$ cat config.mk
export PLATFORM = sky130hd
export DESIGN_NAME = modulo_varredura_1_16
export DESIGN_NICKNAME = d
export VERILOG_FILES = /design/src/rtl/modulo_varredura_1_16.sv
export SDC_FILE = /design/constraint.sdc
export NUM_CORES = 1
export LEC_CHECK = 0
export CAP_MARGIN = 20
export CORE_UTILIZATION = 45
export DETAILED_ROUTE_END_ITERATION = 8
export HOLD_SLACK_MARGIN = 0.02
export PLACE_DENSITY_LB_ADDON = 0.12
export SLEW_MARGIN = 10
export SYNTH_ARGS = -nofsm -noshare
export SYNTH_HDL_FRONTEND = slang
export SYNTH_SLANG_ARGS = --single-unit
$ cat constraint.sdc
create_clock -name clk -period 1.7 [get_ports clk]
set_input_delay 0.51 -clock clk [delete_from_list [all_inputs] [get_ports clk]]
set_output_delay 0.51 -clock clk [all_outputs]
set_load 0.005 [all_outputs]
$ cat src/rtl/modulo_varredura_1_16.sv
// Scan generator: steps a 1:16 demux channel index, holding each for DWELL cycles, with 4x4 window coordinates.
// Optional macro VARREDURA_CONTINUOUS_EN: repeat frames back to back, pulsing done at each wrap.
module modulo_varredura_1_16 #(
  parameter int DWELL = 4
) (
  input  logic       clk,
  input  logic       reset,
  input  logic       start,
  input  logic       stop,
  input  logic [2:0] col_base,
  input  logic [2:0] row_base,
  output logic [3:0] dmx16_sel,
  output logic [2:0] mdc,
  output logic [2:0] mdl,
  output logic       valid,
  output logic       busy,
  output logic       done
);

  typedef enum logic [1:0] {
    IDLE   = 2'd0,
    SHOW   = 2'd1,
    DONE_S = 2'd2
  } state_t;

  localparam logic [7:0] LAST = 8'(DWELL - 1);

  state_t     state, state_nx;
  logic [3:0] idx;
  logic [7:0] cnt;
  logic [2:0] col_l, row_l;
  logic       expire;
  logic       last_ch;

  assign expire  = (cnt == LAST);
  assign last_ch = (idx == 4'd15);

  always_ff @(posedge clk or posedge reset) begin
    if (reset) state <= IDLE;
    else       state <= state_nx;
  end

  always_comb begin
    state_nx = state;
    case (state)
      IDLE:   if (start) state_nx = SHOW;
      SHOW: begin
        if (stop) begin
          state_nx = IDLE;
        end else if (expire && last_ch) begin
`ifdef VARREDURA_CONTINUOUS_EN
          state_nx = SHOW;
`else
          state_nx = DONE_S;
`endif
        end
      end
      DONE_S: state_nx = IDLE;
      default: state_nx = IDLE;
    endcase
  end

  // idx wraps 15 -> 0 by its own width, which parks it at 0 after a frame
  always_ff @(posedge clk or posedge reset) begin
    if (reset) begin
      idx   <= 4'd0;
      cnt   <= 8'd0;
      col_l <= 3'd0;
      row_l <= 3'd0;
    end else begin
      case (state)
        IDLE: begin
          if (start) begin
            col_l <= col_base;
            row_l <= row_base;
            idx   <= 4'd0;
            cnt   <= 8'd0;
          end
        end
        SHOW: begin
          if (stop) begin
            idx <= 4'd0;
            cnt <= 8'd0;
          end else if (expire) begin
            idx <= idx + 4'd1;
            cnt <= 8'd0;
          end else begin
            cnt <= cnt + 8'd1;
          end
        end
        default: begin
          idx <= idx;
          cnt <= cnt;
        end
      endcase
    end
  end

`ifdef VARREDURA_CONTINUOUS_EN
  logic done_q;

  always_ff @(posedge clk or posedge reset) begin
    if (reset) done_q <= 1'b0;
    else       done_q <= (state == SHOW) && !stop && expire && last_ch;
  end
`endif

  always_comb begin
    valid     = (state == SHOW);
    busy      = (state != IDLE);
`ifdef VARREDURA_CONTINUOUS_EN
    done      = done_q;
`else
    done      = (state == DONE_S);
`endif
    dmx16_sel = idx;
    mdc       = col_l + {1'b0, idx[1:0]};
    mdl       = row_l + {1'b0, idx[3:2]};
  end

endmodule

==> flow_summary.json <==
{
  "final_common_cell": "buf_4",
  "nets": 179,
  "synth-compound-area-share_pct": 9.54,
  "rsz0062_at_grt": "yes",
  "grt_overflow": 0,
  "wire_per_inst_um": 13.6,
  "postRouteAntennaNets": 0,
  "synth_nets": 122,
  "leakagePower_nw": 0.802,
  "ys_types": 31,
  "critPathRequiredTime_ps": 1190,
  "async_flop_share_pct": 100,
  "critical_path_class": "register to output port",
  "cts_max_path_buffers": 2,
  "clock-sinks": 20,
  "synth_seq_area_share_pct": 46.0,
  "syn_area_per_cell_um2": 10.4,
  "area_growth_pct": 52.5,
  "synth_flop_cell": "dfrtp_1",
  "initial_utilization_pct": 48.3,
  "synth_top_area_cell": "dfrtp_1",
  "instances_no_fill": 189,
  "cp-end-kind": "output port",
  "synth_top_family_by_area": "simple AND/OR/NAND/NOR gates",
  "finalCriticalPeriod_ps": 2060,
  "synth_warnings": 0,
  "drive_gt1_share_pct": 44.7,
  "max_cap_viol_count": 0,
  "critPathArrivalTime_ps": 1550,
  "diodes": 0,
  "antenna_found_initial": 0,
  "critPathLaunchType": "register",
  "synth_top_area_share_pct": 46.0,
  "path_clk_slew_ps": 120,
  "drt_iter0_drc": 12,
  "synth_fa_ha_area_share_pct": 9.43,
  "p_per_area_mw_per_mm2": 785,
  "dr.pass1.iters": 4,
  "grt_max_degree": 21,
  "routed_wl_um": 2570,
  "synth_area_mm2": 0.00109,
  "place_congestion": 0.840,
  "synth_cells": 105,
  "synthTopCellsByArea": "dfrtp_1 (46%), ha_1 (5.7%), inv_1 (4.1%)",
  "finalCritPeriodShare_pct": 121,
  "fin_ws_ps": -358,
  "portBuffers": 22,
  "final_cell_area_mm2": 0.00166,
  "h-tree-depth": 1,
  "cts_tree": "done",
  "relSlewSlack_pct": 74.5,
  "path_max_fanout": 2,
  "dp_cells": 176,
  "num_rows": 17,
  "ios": 23,
  "synth_simple_gate_area_share_pct": 17.8,
  "chipWidth_um": 51.2,
  "crit_start": "col_l[0]$_DFFE_PP0P_",
  "grt_pass1_wl_um": 4050,
  "die_h_um": 51.2,
  "r2r_start": "state[1]$_DFFE_PP0P_",
  "irDropWorstVdd_mv": 0.586,
  "cts_root_buf": "clkbuf_4",
  "hold_buffers": 0,
  "clock_skew_ps": 3.58,
  "max_freq_mhz": 486,
  "dieArea_mm2": 0.00262,
  "synth_xor_area_share_pct": 5.63,
  "place_area_mm2": 0.00150,
  "routed_via_density": 4.86,
  "tightest_slew_ps": 382,
  "numCtsBuffers": 3,
  "grt_pass1_vias": 959,
  "post-route-drc-count": 0,
  "synth-seq-cells": 20,
  "finalMaxSlewViolations": 0,
  "violations": "setup timing",
  "vias": 918,
  "grt_usage_pct": 20.8,
  "final-setup-viol-count": 6,
  "hpwl_um": 1710,
  "synth_edf_count": 0,
  "final_cell_mix": "buf_4 (26), dfrtp_1 (20), nand2_1 (10)",
  "min_path_type": "primary input to asynchronous set/reset pin",
  "insertion_delay_ps": 290,
  "hold_slack_ps": 532,
  "finalHoldViolations": 0,
  "status": "complete, but fails checks",
  "final_util_pct": 73.6,
  "synth.area.mux_share_pct": 6.44,
  "core-area_mm2": 0.00225,
  "fill_cells": 168
}
## report_power, final
group,internal [mW],switching [mW]
Sequential,0.525,0.0389
Combinational,0.271,0.193
Clock,0.130,0.145
## metrics by stage
stage	power [mW]	setup slack, ps	setup TNS [ps]
2_1_floorplan	0.745	4.90	0
4_1_cts	1.27	-409	-1530
5_1_grt	1.38	-403	-1650
6_report	1.30	-358	-1320
3_3_place_gp	0.971	-358	-4760
3_5_place_dp	0.987	-387	-5210
## final cells by class
class	count	area (um2)	share of cell area, %
clock buffers	4	36.3	2.19
multi-input cells	72	617	37.2
inverters	12	45.0	2.71
flip-flops and latches	20	500	30.1
repair buffers	53	427	25.7
well taps	28	35.0	2.11
## cell families after synthesis
kind of cell    Yosys count
mux                       6
simple gates             36
flops                    20
xor+xnor                  7
buf+inv                  13
compound gates           16
fa+ha+maj                 7
## sequential cells by signal, summed over array words and instances (netlist names)
name / cells
dmx16_sel: 4
col_l: 3
cnt: 8
row_l: 3
state: 2
## critical path, stage by stage, from the launching register on
cell	delay (ps)
dfrtp_1	420
ha_4	150
inv_2	30
fa_2	520
inv_2	40
buf_6	100
## what timing repair did
action / in CTS / in global routing
setup buffers: 7 / 3
pin swaps: 8 / 6
setup endpoints to repair: 14 / 21
endpoints found under the hold margin: 0 / 0
gates resized for setup: 55 / 19
## worst paths after layout
check | endpoint | slack [ps] | cells after the start
max | mdc[1] | -360 | 5
min | col_l[2]$_DFFE_PP0P_ | 530 | 3
max reg2reg | dmx16_sel[0]$_DFFE_PP0P_ | 10 | 6
min reg2reg | col_l[2]$_DFFE_PP0P_ | 560 | 1
max in group asynchronous | cnt[5]$_DFFE_PP0P_ | 960 | 3
min in group clk | col_l[2]$_DFFE_PP0P_ | 560 | 1
## layer usage
layer  wire length, um  track usage, %  share of wire (%)  vias to the layer above
li1                  -               -                  -                      464
met1              1130            23.2                 44                      437
met2              1370            38.8                 53                       15
met3                61            4.17                2.4                        2
met4                 9            6.94               0.35                        0
met5                 0               0                  0                        -
## synth_stat cells, types with 2 or more instances
master and count:
dfrtp_1 20, inv_1 12, nand2_1 10, nor2_1 8, o21ai_0 8, ha_1 5, xor2_1 5, mux2_2 4
a21oi_1 3, nand4_1 3, or3_1 3, and3_1 2, fa_1 2, nor3_1 2, xnor2_1 2
Power figures use the tool's default switching activity.
